==> config.mk <==
export PLATFORM = sky130hd
export DESIGN_NAME = axis_frame_gen_flat
export DESIGN_NICKNAME = d
export VERILOG_FILES = /design/src/rtl/axis_frame_gen_pkg.sv /design/src/rtl/axis_frame_gen_if.sv /design/src/rtl/axis_pattern_lut.sv /design/src/rtl/axis_frame_gen.sv /design/src/flat_wrapper.sv
export SDC_FILE = /design/constraint.sdc
export NUM_CORES = 1
export LEC_CHECK = 0
export CAP_MARGIN = 20
export CORE_UTILIZATION = 35
export CTS_CLUSTER_DIAMETER = 80
export DETAILED_ROUTE_END_ITERATION = 10
export PLACE_DENSITY = 0.61
export SLEW_MARGIN = 20
export SYNTH_ARGS = -nofsm -noshare
export SYNTH_HDL_FRONTEND = slang
export SYNTH_SLANG_ARGS = --single-unit
==> constraint.sdc <==
create_clock -name pixel_clk -period 3 [get_ports pixel_clk]
set_input_delay 0.6 -clock pixel_clk [delete_from_list [all_inputs] [get_ports pixel_clk]]
set_output_delay 0.6 -clock pixel_clk [all_outputs]
set_load 0.005 [all_outputs]
==> src/rtl/axis_frame_gen_pkg.sv <==
// Shared video package: FSM states, pattern codes and sizing helpers.
package axis_frame_gen_pkg;

  localparam int unsigned FRAME_CNT_W = 16;
  localparam int unsigned SEL_W       = 2;

  typedef enum logic [1:0] {
    ST_IDLE   = 2'd0,
    ST_ACTIVE = 2'd1,
    ST_HBLANK = 2'd2,
    ST_VBLANK = 2'd3
  } state_e;

  localparam logic [SEL_W-1:0] PAT_HRAMP   = 2'd0;
  localparam logic [SEL_W-1:0] PAT_VRAMP   = 2'd1;
  localparam logic [SEL_W-1:0] PAT_CHECKER = 2'd2;
  localparam logic [SEL_W-1:0] PAT_CONST   = 2'd3;

  // Counter width for values 0..v-1, never narrower than one bit.
  function automatic int unsigned clog2_min1(input int unsigned v);
    return (v > 32'd1) ? 32'($clog2(v)) : 32'd1;
  endfunction

endpackage

==> src/rtl/axis_frame_gen_if.sv <==
// AXI-Stream video bus between the frame generator and its sink.
interface axis_frame_gen_if #(
  parameter int unsigned DATA_WIDTH = 10
);

  logic                  tvalid;
  logic                  tready;
  logic [DATA_WIDTH-1:0] tdata;
  logic                  tuser;
  logic                  tlast;

  modport master (
    output tvalid,
    output tdata,
    output tuser,
    output tlast,
    input  tready
  );

  modport slave (
    input  tvalid,
    input  tdata,
    input  tuser,
    input  tlast,
    output tready
  );

endinterface

==> src/rtl/axis_pattern_lut.sv <==
// Combinational pixel generator: (x, y, pattern, constant) -> pixel value.
module axis_pattern_lut
  import axis_frame_gen_pkg::*;
#(
  parameter int unsigned DATA_WIDTH = 10,
  parameter int unsigned XW         = 10,
  parameter int unsigned YW         = 9
) (
  input  logic [XW-1:0]         x,
  input  logic [YW-1:0]         y,
  input  logic [SEL_W-1:0]      sel,
  input  logic [DATA_WIDTH-1:0] cval,
  output logic [DATA_WIDTH-1:0] pixel_c
);

  // Pattern select; coordinates are zero-extended so narrow counters still have a bit 3.
  always_comb begin
    pixel_c = '0;
    case (sel)
      PAT_HRAMP:   pixel_c = DATA_WIDTH'(32'(x));
      PAT_VRAMP:   pixel_c = DATA_WIDTH'(32'(y));
      PAT_CHECKER: pixel_c = ((((32'(x) ^ 32'(y)) >> 3) & 32'd1) != 32'd0) ? '1 : '0;
      PAT_CONST:   pixel_c = cval;
      default:     pixel_c = '0;
    endcase
  end

endmodule

==> src/rtl/axis_frame_gen.sv <==
// Test-pattern video source emitting raster frames on an AXI-Stream master.
module axis_frame_gen
  import axis_frame_gen_pkg::*;
#(
  parameter int unsigned DATA_WIDTH = 10,
  parameter int unsigned IMG_WIDTH  = 640,
  parameter int unsigned IMG_HEIGHT = 480,
  parameter int unsigned H_BLANK    = 16,
  parameter int unsigned V_BLANK    = 64
) (
  input  logic                   pixel_clk,
  input  logic                   resetn,
  input  logic                   enable,
  input  logic [SEL_W-1:0]       pattern_sel,
  input  logic [DATA_WIDTH-1:0]  pattern_const,
  axis_frame_gen_if.master       m_axis,
  output logic [FRAME_CNT_W-1:0] frame_cnt,
  output logic                   busy
);

  localparam int unsigned XW   = clog2_min1(IMG_WIDTH);
  localparam int unsigned YW   = clog2_min1(IMG_HEIGHT);
  localparam int unsigned BMAX = (H_BLANK > V_BLANK) ? H_BLANK : V_BLANK;
  localparam int unsigned BW   = clog2_min1(BMAX);

  localparam logic [XW-1:0] X_LAST = XW'(IMG_WIDTH - 1);
  localparam logic [YW-1:0] Y_LAST = YW'(IMG_HEIGHT - 1);
  localparam logic [BW-1:0] H_LOAD = BW'(H_BLANK - 1);
  localparam logic [BW-1:0] V_LOAD = BW'(V_BLANK - 1);

  state_e                 state;
  logic [XW-1:0]          x;
  logic [YW-1:0]          y;
  logic [BW-1:0]          bcnt;
  logic [SEL_W-1:0]       sel_q;
  logic [DATA_WIDTH-1:0]  const_q;
  logic                   tvalid_q;
  logic                   tuser_q;
  logic                   tlast_q;
  logic [DATA_WIDTH-1:0]  tdata_q;
  logic [FRAME_CNT_W-1:0] frame_cnt_q;
  logic                   busy_q;

  logic                   beat_c;
  logic                   x_last_c;
  logic                   y_last_c;
  logic                   blank_done_c;
  logic                   start_c;
  logic                   load_c;
  logic [XW-1:0]          nx_c;
  logic [SEL_W-1:0]       lut_sel_c;
  logic [DATA_WIDTH-1:0]  lut_const_c;
  logic [DATA_WIDTH-1:0]  pixel_c;

  // Handshake and position decode for the pixel currently on the bus.
  assign beat_c       = tvalid_q & m_axis.tready;
  assign x_last_c     = (x == X_LAST);
  assign y_last_c     = (y == Y_LAST);
  assign blank_done_c = (bcnt == '0);
  assign start_c      = ((state == ST_IDLE) && enable) ||
                        ((state == ST_VBLANK) && blank_done_c && enable);

  // Column of the pixel to present next cycle; blanking states already hold the next line's start.
  assign nx_c        = ((state == ST_ACTIVE) && beat_c && !x_last_c) ? x + XW'(1) : x;
  assign lut_sel_c   = start_c ? pattern_sel : sel_q;
  assign lut_const_c = start_c ? pattern_const : const_q;

  // Output register refresh: on each accepted beat, during blanking, and at a start from IDLE.
  always_comb begin
    load_c = 1'b0;
    case (state)
      ST_IDLE:   load_c = enable;
      ST_ACTIVE: load_c = beat_c;
      default:   load_c = 1'b1;
    endcase
  end

  axis_pattern_lut #(
    .DATA_WIDTH (DATA_WIDTH),
    .XW         (XW),
    .YW         (YW)
  ) u_lut (
    .x       (nx_c),
    .y       (y),
    .sel     (lut_sel_c),
    .cval    (lut_const_c),
    .pixel_c (pixel_c)
  );

  // Raster FSM with registered stream outputs, frame counter and busy flag.
  always_ff @(posedge pixel_clk or negedge resetn) begin
    if (!resetn) begin
      state       <= ST_IDLE;
      x           <= '0;
      y           <= '0;
      bcnt        <= '0;
      sel_q       <= PAT_HRAMP;
      const_q     <= '0;
      tvalid_q    <= 1'b0;
      tuser_q     <= 1'b0;
      tlast_q     <= 1'b0;
      tdata_q     <= '0;
      frame_cnt_q <= '0;
      busy_q      <= 1'b0;
    end else begin
      if (load_c) begin
        tdata_q <= pixel_c;
        tuser_q <= (nx_c == '0) && (y == '0);
        tlast_q <= (nx_c == X_LAST);
      end
      if (start_c) begin
        sel_q   <= pattern_sel;
        const_q <= pattern_const;
      end
      case (state)
        ST_IDLE: begin
          if (enable) begin
            state    <= ST_ACTIVE;
            tvalid_q <= 1'b1;
            busy_q   <= 1'b1;
          end
        end
        ST_ACTIVE: begin
          if (beat_c) begin
            if (x_last_c) begin
              x        <= '0;
              tvalid_q <= 1'b0;
              if (y_last_c) begin
                y           <= '0;
                frame_cnt_q <= frame_cnt_q + FRAME_CNT_W'(1);
                bcnt        <= V_LOAD;
                state       <= ST_VBLANK;
              end else begin
                y     <= y + YW'(1);
                bcnt  <= H_LOAD;
                state <= ST_HBLANK;
              end
            end else begin
              x <= x + XW'(1);
            end
          end
        end
        ST_HBLANK: begin
          if (blank_done_c) begin
            state    <= ST_ACTIVE;
            tvalid_q <= 1'b1;
          end else begin
            bcnt <= bcnt - BW'(1);
          end
        end
        ST_VBLANK: begin
          if (blank_done_c) begin
            if (enable) begin
              state    <= ST_ACTIVE;
              tvalid_q <= 1'b1;
            end else begin
              state  <= ST_IDLE;
              busy_q <= 1'b0;
            end
          end else begin
            bcnt <= bcnt - BW'(1);
          end
        end
        default: state <= ST_IDLE;
      endcase
    end
  end

  assign m_axis.tvalid = tvalid_q;
  assign m_axis.tdata  = tdata_q;
  assign m_axis.tuser  = tuser_q;
  assign m_axis.tlast  = tlast_q;
  assign frame_cnt     = frame_cnt_q;
  assign busy          = busy_q;

endmodule

==> src/flat_wrapper.sv <==
// flat-port wrapper written by rule: the top's interface ports become plain ports
module axis_frame_gen_flat import axis_frame_gen_pkg::*;
#(
  parameter int unsigned DATA_WIDTH = 10,
  parameter int unsigned IMG_WIDTH  = 640,
  parameter int unsigned IMG_HEIGHT = 480,
  parameter int unsigned H_BLANK    = 16,
  parameter int unsigned V_BLANK    = 64
)
  (pixel_clk, resetn, enable, pattern_sel, pattern_const, frame_cnt, busy, m_axis_tvalid, m_axis_tdata, m_axis_tuser, m_axis_tlast, m_axis_tready);
  axis_frame_gen_if #(.DATA_WIDTH(DATA_WIDTH)) m_axis_i ();
  input  logic pixel_clk;
  input  logic resetn;
  input  logic enable;
  input  logic [SEL_W-1:0] pattern_sel;
  input  logic [DATA_WIDTH-1:0] pattern_const;
  output logic [FRAME_CNT_W-1:0] frame_cnt;
  output logic busy;
  output wire logic [$bits(m_axis_i.tvalid)-1:0] m_axis_tvalid;
  output wire logic [$bits(m_axis_i.tdata)-1:0] m_axis_tdata;
  output wire logic [$bits(m_axis_i.tuser)-1:0] m_axis_tuser;
  output wire logic [$bits(m_axis_i.tlast)-1:0] m_axis_tlast;
  input wire logic [$bits(m_axis_i.tready)-1:0] m_axis_tready;
  assign m_axis_tvalid = m_axis_i.tvalid;
  assign m_axis_tdata = m_axis_i.tdata;
  assign m_axis_tuser = m_axis_i.tuser;
  assign m_axis_tlast = m_axis_i.tlast;
  assign m_axis_i.tready = m_axis_tready;
  axis_frame_gen #(.DATA_WIDTH(DATA_WIDTH), .IMG_WIDTH(IMG_WIDTH), .IMG_HEIGHT(IMG_HEIGHT), .H_BLANK(H_BLANK), .V_BLANK(V_BLANK)) u_core (.pixel_clk(pixel_clk), .resetn(resetn), .enable(enable), .pattern_sel(pattern_sel), .pattern_const(pattern_const), .m_axis(m_axis_i), .frame_cnt(frame_cnt), .busy(busy));
endmodule
==> results of run 1 <==
power by group through the flow:
stage          clock, mW  sequential (mW)  combinational (mW)
4_1_cts            0.891             1.09               0.408
3_3_place_gp           0             1.11               0.407
2_1_floorplan          0             1.06               0.256
3_5_place_dp           0             1.11               0.407
5_1_grt            0.934             1.10               0.450
6_report           0.873             1.09               0.406
flip-flops by register name, summed over array words and instances (netlist names), 2 cells and up:
register,flops
u_core.bcnt,6
u_core.const_q,10
u_core.frame_cnt,16
u_core.m_axis.tdata,10
u_core.sel_q,2
u_core.state,2
u_core.x,10
u_core.y,9
how the worst max path moves through the flow:
stage / from / endpoint / slack [ns] / cells past startpoint
floorplan: u_core.bcnt[2]$_DFFE_PN0P_ / u_core.m_axis.tdata[0]$_DFFE_PN0P_ / 0.43 / 7
global placement: m_axis_tready / u_core.m_axis.tuser$_DFFE_PN0P_ / 0.04 / 7
detailed placement: m_axis_tready / u_core.m_axis.tuser$_DFFE_PN0P_ / -0.0007 / 8
CTS: u_core.state[1]$_DFFE_PN0P_ / u_core.m_axis.tuser$_DFFE_PN0P_ / 0.30 / 9
global route: u_core.state[1]$_DFFE_PN0P_ / u_core.m_axis.tuser$_DFFE_PN0P_ / 0.07 / 9
finish: u_core.state[1]$_DFFE_PN0P_ / u_core.m_axis.tuser$_DFFE_PN0P_ / 0.29 / 9
Yosys cell counts, drive strengths merged, types with 2 or more instances:
| library cell | n | area share |
|---|---|---|
| a211oi | 2 | 0.0052 |
| a21oi | 21 | 0.030 |
| a22o | 6 | 0.014 |
| a31oi | 7 | 0.011 |
| and3 | 4 | 0.0064 |
| buf | 7 | 0.0087 |
| clkbuf | 10 | 0.0097 |
| clkinv | 2 | 0.0023 |
| dfrtp | 69 | 0.44 |
| ha | 11 | 0.035 |
| inv | 15 | 0.014 |
| mux2 | 15 | 0.043 |
| mux2i | 9 | 0.023 |
| nand2 | 47 | 0.045 |
| nand2b | 3 | 0.0048 |
| nand3 | 21 | 0.028 |
| nand4 | 9 | 0.014 |
| nor2 | 25 | 0.024 |
| nor2b | 4 | 0.0064 |
| nor3 | 9 | 0.015 |
| nor4 | 4 | 0.010 |
| o211ai | 8 | 0.015 |
| o21a | 2 | 0.0039 |
| o21ai | 18 | 0.023 |
| o22a | 3 | 0.0068 |
| o22ai | 5 | 0.0081 |
| o31ai | 5 | 0.0097 |
| o41ai | 3 | 0.012 |
| or2 | 3 | 0.0048 |
| or3 | 3 | 0.0074 |
| xnor2 | 17 | 0.038 |
| xor2 | 12 | 0.027 |
worst max-delay path: cells and delay by family, from the launching register on:
family                     cells  cell delay, ns
AOI/OAI and AO/OA              1            0.19
DFF                            1            0.42
and+or+nand+nor                4            1.11
adders and majority gates      1            0.21
buffers and inverters          2            0.39
muxes                          1            0.30
per-layer routing:
metal,global-route usage,wire [µm],up-vias
li1,-,-,1554
met1,0.240,4400,1553
met2,0.267,4180,49
met3,0.0212,291,14
met4,0.0802,179,0
met5,0,0,-
cell families after synthesis:
family / after synthesis
adders and majority gates: 11
DFF: 69
xor gates and xnor gates: 29
AOI/OAI and AO/OA: 90
buffers and inverters: 34
and+or+nand+nor: 141
muxes: 24
area by class of cell:
type | count | area (µm²)
repair buffers | 67 | 623
clock inverters | 3 | 67.6
well taps | 140 | 175
clock buffers | 13 | 159
inverters | 17 | 65.1
multi-input cells | 295 | 2020
fillers | 1052 | 6000
flip-flops and latches | 69 | 1730
through the flow:
| step | power [mW] | instances | TNS, ns | hold slack (ns) |
|---|---|---|---|---|
| final | 2.37 | 604 | 0 | 0.288 |
| after global routing | 2.48 | 604 | 0 | 0.345 |
| after CTS | 2.39 | 604 | 0 | 0.306 |
| after detailed placement | 1.51 | 588 | -0.000677 | 0.477 |
| after global placement | 1.51 | 588 | 0 | 0.468 |
| after floorplan | 1.31 | 398 | 0 | 0.304 |
==> results.md, run 1 <==
- Die Y: about 110 µm
- I/O pin count: between 40 and 50
- Total CTS buffers: 9
- Antenna viol nets, final: 0
- Leakage: about 2.1 nW
- RSZ-0062 raised after global routing: false
- Post-DP Area: roughly 4600 µm²
- CTS root buf: clkbuf_8
- Chip width: around 110 µm
- Crit-path slowest cell: or4_1
- Main combinational cell family by area after synthesis: simple AND/OR/NAND/NOR gates
- Pint: ~1.7 mW
- WP data arrival: 2.97 ns
- Max VDD drop: between 0.2 and 0.25 mV
- CP endpoint kind: flop
- Critical path's largest stage delay: between 0.4 and 0.5 ns
- CTS clk-pin slew, worst paths: 0.08 ns
- Clock power frac: 0.369
- Primary FF master, synth: dfrtp_1
- CTS tree: built
- Worst slew margin: 0.531
- Post_cts resized: 0
- Crit Path Class: reg2reg
- Inserted Diodes: 0
- Synth Area in Compound Gates: 0.163
- Total GRT Usage: 0.173
- H-tree depth: 3
- CTS Sinks: ~70
- Register area share after synthesis: 0.445
- Hold Crit Class: in2async
- Number of distinct library cells after synthesis: slightly above 60
- Pin count of the biggest net entering global routing: 42
- Final Util: 0.446
- Hold buffer count at cts: 0
- Worst Tran Pin Value: roughly 0.70 ns
- Sw Pwr: approximately 0.66 mW
- Synth Cell Area: approximately 3900 µm²
- Tmin final: 2.71 ns
- Cells after Synth: 398
- Pre-CTS WS: -0.000677 ns
- Critical Path Fanout Max: 7
- Post-route DRC: 0
- GRT Residual Overflow: 0
- Reg2reg start: u_core.state[1]$_DFFE_PN0P_
- Initial antenna violation count: 0
- Logic gate share of total power: 0.172
- Mux share of post-synthesis cell area: 0.0667
- WL final: roughly 9.1 mm
- CTS Buffer Depth: 2
- Row count: 38
- Post-detail-place hpwl: between 6 and 7 mm
- Postcts setup bufs: 0
- Outcome: finished clean
- Fmax: about 370 MHz
- Commonest non-fill, non-tap cell in the layout: dfrtp_1
- Area share of and/or/nand/nor cells after synthesis: 0.190
- 1st-iter DRT viols: ~160
- Clock skew: roughly 0.0097 ns
- Post-Syn Nets: about 430
- Via Count: between 3000 and 4000
- Mapped Avg Cell Area: around 9.8 µm²
- Final setup fails: 0
- Vias per Instance: ~5.2
- Crit start category: flop
- Slew Viols, Final: 0
- Core ar.: around 11000 µm²
- Post-Synth XOR/XNOR Area: 0.0654
- Final worst slack: 0.294 ns
- Drt pass-1 iters: 4
- Crit share post-route: 0.902
- Synth Area in Adders: 0.0354
- Input/output buffers: between 40 and 50
- Nets: between 400 and 500
- Ys Warns: 0
- Most frequent cells in the layout: dfrtp_1 (69), nand2_1 (47), clkdlybuf4s50_1 (44), nor2_1 (25), buf_4 (21)
- Synthesized flop and latch total: 69
- Starting Density: 0.358
- Fraction of layout cells with a size suffix above 1: 0.149
- Clk Latency, worst-skew pair: ~0.36 ns
- RD Place Congestion: approximately 0.85
- Global-route wire length before repair: 15.5 mm
- Flop2flop setup slack: about 0.29 ns
- MaxCap Viol Count: 0
- Switch share: 0.278
- Vias in the first global route: ~3200
- Critical path cell sequence: inv_1 > ha_1 > nand3_1 > buf_4 > nor3_1 > mux2i_1 > nand4b_1 > or4_1 > o31ai_1
- Flop pwr share: 0.460
- Asr flop ratio synth: 1.00
- Hold Violations, Final: 0
- Area grow syn2layout: 24.5%
- Number of enable flip-flop cells after synthesis: 0
- Crit Reg-Reg Endpoint: u_core.m_axis.tuser$_DFFE_PN0P_
- Die area: ~12000 µm²
- R2R cell count: 9
- Cell area after layout: a little under 5000 µm²
- Routed WL per cell: 15.0 µm
- Critical Path RT: approximately 3.3 ns
- PD cells: 489 nW/µm²
No activity file was read; power rests on OpenSTA's default activity.
==> run 2, diff against run 1 <==
Settings changed: PLACE_DENSITY 0.61 to unset.
==> results.md, run 2 (synthesis results as in run 1) <==
- Outcome: finished clean
- Die area: roughly 12000 µm²
- Via Count: between 3000 and 4000
- I/O pin count: 46
- Sw Pwr: roughly 0.65 mW
- Hold slack: 0.440 ns
- Input/output buffers: 45
- Initial antenna violation count: 0
- Cell area after layout: 4800 µm²
- Worst slew margin: 0.398
- Post-route setup TNS: 0 ns
- Reg2reg start: u_core.state[1]$_DFFE_PN0P_
- Routed WL per cell: around 15 µm
- Post-detail-place hpwl: 6.34 mm
- Logic gate share of total power: 0.179
- Pint: between 1.5 and 2 mW
- Leakage: 2.08 nW
- Post_cts resized: 0
- Power after layout: ~2.2 mW
- Total GRT Usage: 0.166
- CTS clk-pin slew, worst paths: 0.07 ns
- CTS Buffer Depth: 2
- Total CTS buffers: 9
- PD cells: ~470 nW/µm²
- Antenna viol nets, final: 0
- Crit share post-route: 0.924
- Worst Setup EP: u_core.m_axis.tuser$_DFFE_PN0P_
- CTS tree: built
- Post-route DRC: 0
- Pin count of the biggest net entering global routing: 70
- Area grow syn2layout: 23.5%
- Row count: 38
- Starting Density: 0.358
- Critical Path RT: 3.24 ns
- # placed instances: roughly 590
- Most frequent cells in the layout: dfrtp_1 (69), nand2_1 (47), clkdlybuf4s50_1 (44), nor2_1 (25)
- Fraction of layout cells with a size suffix above 1: 0.147
- R2R cell count: 8
- Switch share: 0.291
- Vias in the first global route: between 3000 and 4000
- Global-route wire length before repair: approximately 15 mm
- Fmax: 361 MHz
- Setup crit start: u_core.state[1]$_DFFE_PN0P_
- Hold Violations, Final: 0
- Crit start category: flop
- WL final: between 8 and 9 mm
- Critical Path Fanout Max: 6
- Worst Tran Pin Value: roughly 0.9 ns
- Crit Reg-Reg Endpoint: u_core.m_axis.tuser$_DFFE_PN0P_
- 1st-iter DRT viols: between 150 and 200
- Clock skew: a little over 0.008 ns
- Final setup fails: 0
- Core ar.: between 10000 and 15000 µm²
- WP data arrival: between 3 and 4 ns
- Hold buffer count at cts: 0
- Die Y: between 100 and 150 µm
- CTS root buf: clkbuf_8
- CTS Sinks: roughly 70
- Nets: slightly below 500
- RSZ-0062 raised after global routing: false
- Max reg flops: 16
- Post-DP Area: 4600 µm²
- Clock power frac: 0.339
- Flop2flop setup slack: 0.23 ns
- Chip width: ~110 µm
- Vias per Instance: around 5.3
- Tmin final: 2.77 ns
- Drt pass-1 iters: 4
- Commonest non-fill, non-tap cell in the layout: dfrtp_1
- Final Non-Filler Cells: between 600 and 700
- CP endpoint kind: flop
- Postcts setup bufs: 0
- H-tree depth: 3
- Clk Latency, worst-skew pair: 0.34 ns
- Flop pwr share: 0.483
- RD Place Congestion: between 0.8 and 0.9
- GRT Residual Overflow: 0
- MaxCap Viol Count: 0
- # fillers: around 1100
- Slew Viols, Final: 0
- Inserted Diodes: 0
- Max VDD drop: ~0.25 mV
- Crit Path Class: reg2reg
- Hold Crit Class: in2async
==> run 2: cell type report <==
cell class / instances / area, µm² / share of cell area
Timing Repair Buffer: 66 / 616 / 0.128
Inverter: 17 / 65.1 / 0.0136
Clock buffer: 12 / 145 / 0.0303
Multi-Input combinational cell: 295 / 2020 / 0.421
Clock inverter: 4 / 47.5 / 0.00991
Sequential cell: 69 / 1730 / 0.360
Tap cell: 140 / 175 / 0.0365
==> run 2: worst min path at each step <==
stage,start,endpoint,slack (ns),cells past startpoint
floorplan,resetn,u_core.bcnt[0]$_DFFE_PN0P_,0.30,0
detailed placement,u_core.m_axis.tdata[0]$_DFFE_PN0P_,u_core.m_axis.tdata[0]$_DFFE_PN0P_,0.47,1
global route,u_core.m_axis.tdata[0]$_DFFE_PN0P_,u_core.m_axis.tdata[0]$_DFFE_PN0P_,0.51,1
CTS,u_core.frame_cnt[15]$_DFFE_PN0P_,u_core.frame_cnt[15]$_DFFE_PN0P_,0.48,1
global placement,u_core.frame_cnt[15]$_DFFE_PN0P_,u_core.frame_cnt[15]$_DFFE_PN0P_,0.47,1
finish,resetn,u_core.x[2]$_DFFE_PN0P_,0.44,2
==> run 2: power groups by stage <==
stage               logic (mW)  registers [mW]  clock network (mW)
floorplan                0.256            1.06                   0
global placement         0.396            1.10                   0
detailed placement       0.398            1.10                   0
CTS                      0.400            1.09               0.789
global route             0.443            1.10               0.827
finish                   0.402            1.09               0.762
==> run 2: metal layers <==
| metal | global-route usage | up-vias | part of all wire |
|---|---|---|---|
| met3 | 0.0351 | 9 | 0.033 |
| met2 | 0.247 | 51 | 0.46 |
| met1 | 0.234 | 1560 | 0.49 |
| met5 | 0 | - | 0 |
| li1 | - | 1555 | - |
| met4 | 0.0646 | 0 | 0.014 |
==> run 2: through the flow <==
stage | setup slack, ns | util
5_1_grt | 0.0294 | 0.442
6_report | 0.228 | 0.442
3_5_place_dp | 0.0238 | 0.425
2_1_floorplan | 0.433 | -
4_1_cts | 0.235 | 0.442
3_3_place_gp | 0.0828 | 0.425
==> run 2: worst max-delay path, stage by stage, from the launching register on <==
cell and delay (ns):
dfrtp_1 0.42, inv_1 0.17, ha_1 0.28, nand3_1 0.23, or3_4 0.46, nor3_2 0.25, xor2_1 0.09, or4_1 0.53
o31ai_1 0.23
==> run 3, diff against run 2 <==
Settings changed: CORE_UTILIZATION 35 to 56, PLACE_DENSITY set to 0.8.
==> results.md, run 3 (synthesis results as in run 1) <==
- Pin count of the biggest net entering global routing: 37
- CTS root buf: clkbuf_8
- Most frequent cells in the layout: dfrtp_1 (69), nand2_1 (47), clkdlybuf4s50_1 (44), nor2_1 (25), a21oi_1 (20)
- Die Y: between 80 and 90 µm
- Crit Path Class: reg2reg
- Post-detail-place hpwl: ~6.3 mm
- Clock skew: about 0.0065 ns
- Chip width: approximately 85 µm
- Final setup fails: 0
- Final worst slack: around 0.33 ns
- Post-route DRC: 0
- Critical path's largest stage delay: a little over 0.5 ns
- Logic gate share of total power: 0.174
- Hold slack: 0.337 ns
- GRT Residual Overflow: 0
- RD Place Congestion: between 0.8 and 0.9
- Pint: roughly 1.7 mW
- Inserted Diodes: 0
- CTS Sinks: roughly 70
- Commonest non-fill, non-tap cell in the layout: dfrtp_1
- Global-route wire length before repair: 14.9 mm
- Area grow syn2layout: 21.9%
- Critical Path RT: 3.29 ns
- CP endpoint kind: flop
- Vias per Instance: about 6
- Reg2reg start: u_core.bcnt[2]$_DFFE_PN0P_
- Crit-path slowest cell: mux2i_1
- Sw Pwr: around 0.65 mW
- Core ar.: between 6000 and 7000 µm²
- Starting Density: 0.595
- Post-route setup TNS: 0 ns
- Row count: 29
- Slew Viols, Final: 0
- Critical Path Fanout Max: 30
- Post_cts resized: 0
- CTS clk-pin slew, worst paths: around 0.070 ns
- Tmin final: between 2 and 3 ns
- RSZ-0062 raised after global routing: false
- Worst Tran Pin Value: approximately 0.80 ns
- CTS tree: built
- I/O pin count: between 40 and 50
- Nets: 484
- CTS Buffer Depth: 2
- Initial antenna violation count: 0
- Die area: ~7300 µm²
- Switch share: 0.282
- Outcome: finished clean
- 1st-iter DRT viols: approximately 200
- R2R cell count: 7
- Antenna viol nets, final: 0
- Pre-CTS WS: 0.0331 ns
- Max VDD drop: slightly below 0.3 mV
- Vias in the first global route: 3041
- Drt pass-1 iters: 5
- Critical path cell sequence: or3_4 > o41ai_4 > buf_4 > mux2i_1 > o22ai_1 > nor2_1 > a22o_1
- Clock power frac: 0.357
- Total CTS buffers: 9
- H-tree depth: 3
- Postcts setup bufs: 0
- Worst slew margin: 0.467
- Input/output buffers: 45
- WP data arrival: just under 3 ns
- Fraction of layout cells with a size suffix above 1: 0.149
- PD cells: between 400 and 500 nW/µm²
- Flop pwr share: 0.469
- Routed WL per cell: roughly 16 µm
- Total GRT Usage: 0.264
- Flop2flop setup slack: between 0.3 and 0.4 ns
- Crit start category: flop
- Crit share post-route: 0.889
- WL final: roughly 9 mm
- Crit Reg-Reg Endpoint: u_core.m_axis.tdata[2]$_DFFE_PN0P_
- Hold buffer count at cts: 0
- Fmax: 375 MHz
- Hold Crit Class: in2async
- MaxCap Viol Count: 0
- Via Count: ~3200
- Hold Violations, Final: 0
- Max reg flops: 16
- Clk Latency, worst-skew pair: ~0.35 ns
- Leakage: roughly 2.1 nW
run 3: cell count changes in the layout (fill, tap and decap cells not counted), sizes merged:
cell / delta
buf: -1
bufinv: +1
clkbuf: -2
inv: +1
run 3: metrics by stage:
stage / power (mW) / utilization / instances / area [µm²]
2_1_floorplan: 1.31 / - / 398 / 3880
3_3_place_gp: 1.48 / 0.692 / 523 / 4520
3_5_place_dp: 1.50 / 0.692 / 523 / 4520
4_1_cts: 2.33 / 0.724 / 539 / 4730
5_1_grt: 2.41 / 0.725 / 539 / 4740
6_report: 2.31 / 0.725 / 539 / 4740
run 3: cell type report:
| type | instances | area, µm² |
|---|---|---|
| Sequential cell | 69 | 1730 |
| Multi-Input combinational cell | 295 | 2030 |
| Fill cell | 485 | 1800 |
| Timing Repair Buffer | 65 | 608 |
| Tap cell | 77 | 96.3 |
| Inverter | 17 | 65.1 |
| Clock inverter | 6 | 86.3 |
| Clock buffer | 10 | 128 |
run 3: routing by layer:
metal	part of all wire	track usage	wire length, µm	vias up
met5	0	0	0	-
met4	0.016	0.0894	143	0
met3	0.046	0.0652	405	17
met2	0.47	0.408	4130	93
met1	0.47	0.367	4070	1581
li1	-	-	-	1553
run 3: worst max path at each step:
stage,startpoint,endpoint,depth (start not counted)
global route,u_core.state[1]$_DFFE_PN0P_,u_core.m_axis.tuser$_DFFE_PN0P_,9
global placement,m_axis_tready,u_core.m_axis.tuser$_DFFE_PN0P_,7
CTS,u_core.state[1]$_DFFE_PN0P_,u_core.m_axis.tuser$_DFFE_PN0P_,9
floorplan,u_core.bcnt[2]$_DFFE_PN0P_,u_core.m_axis.tdata[0]$_DFFE_PN0P_,7
detailed placement,m_axis_tready,u_core.m_axis.tuser$_DFFE_PN0P_,8
finish,u_core.bcnt[2]$_DFFE_PN0P_,u_core.m_axis.tdata[2]$_DFFE_PN0P_,7
run 3: critical path, delay by kind of cell (launching register included):
family	cells	cell delay (ns)
simple gates	2	0.54
compound gates	3	0.73
flops	1	0.42
mux	1	0.51
buf+inv	1	0.39
run 3: power groups by stage:
stage	clock [mW]	combinational, mW	sequential [mW]
after floorplan	0	0.256	1.06
after global placement	0	0.389	1.10
after detailed placement	0	0.398	1.10
after CTS	0.844	0.401	1.08
after global routing	0.878	0.443	1.09
final	0.827	0.403	1.08
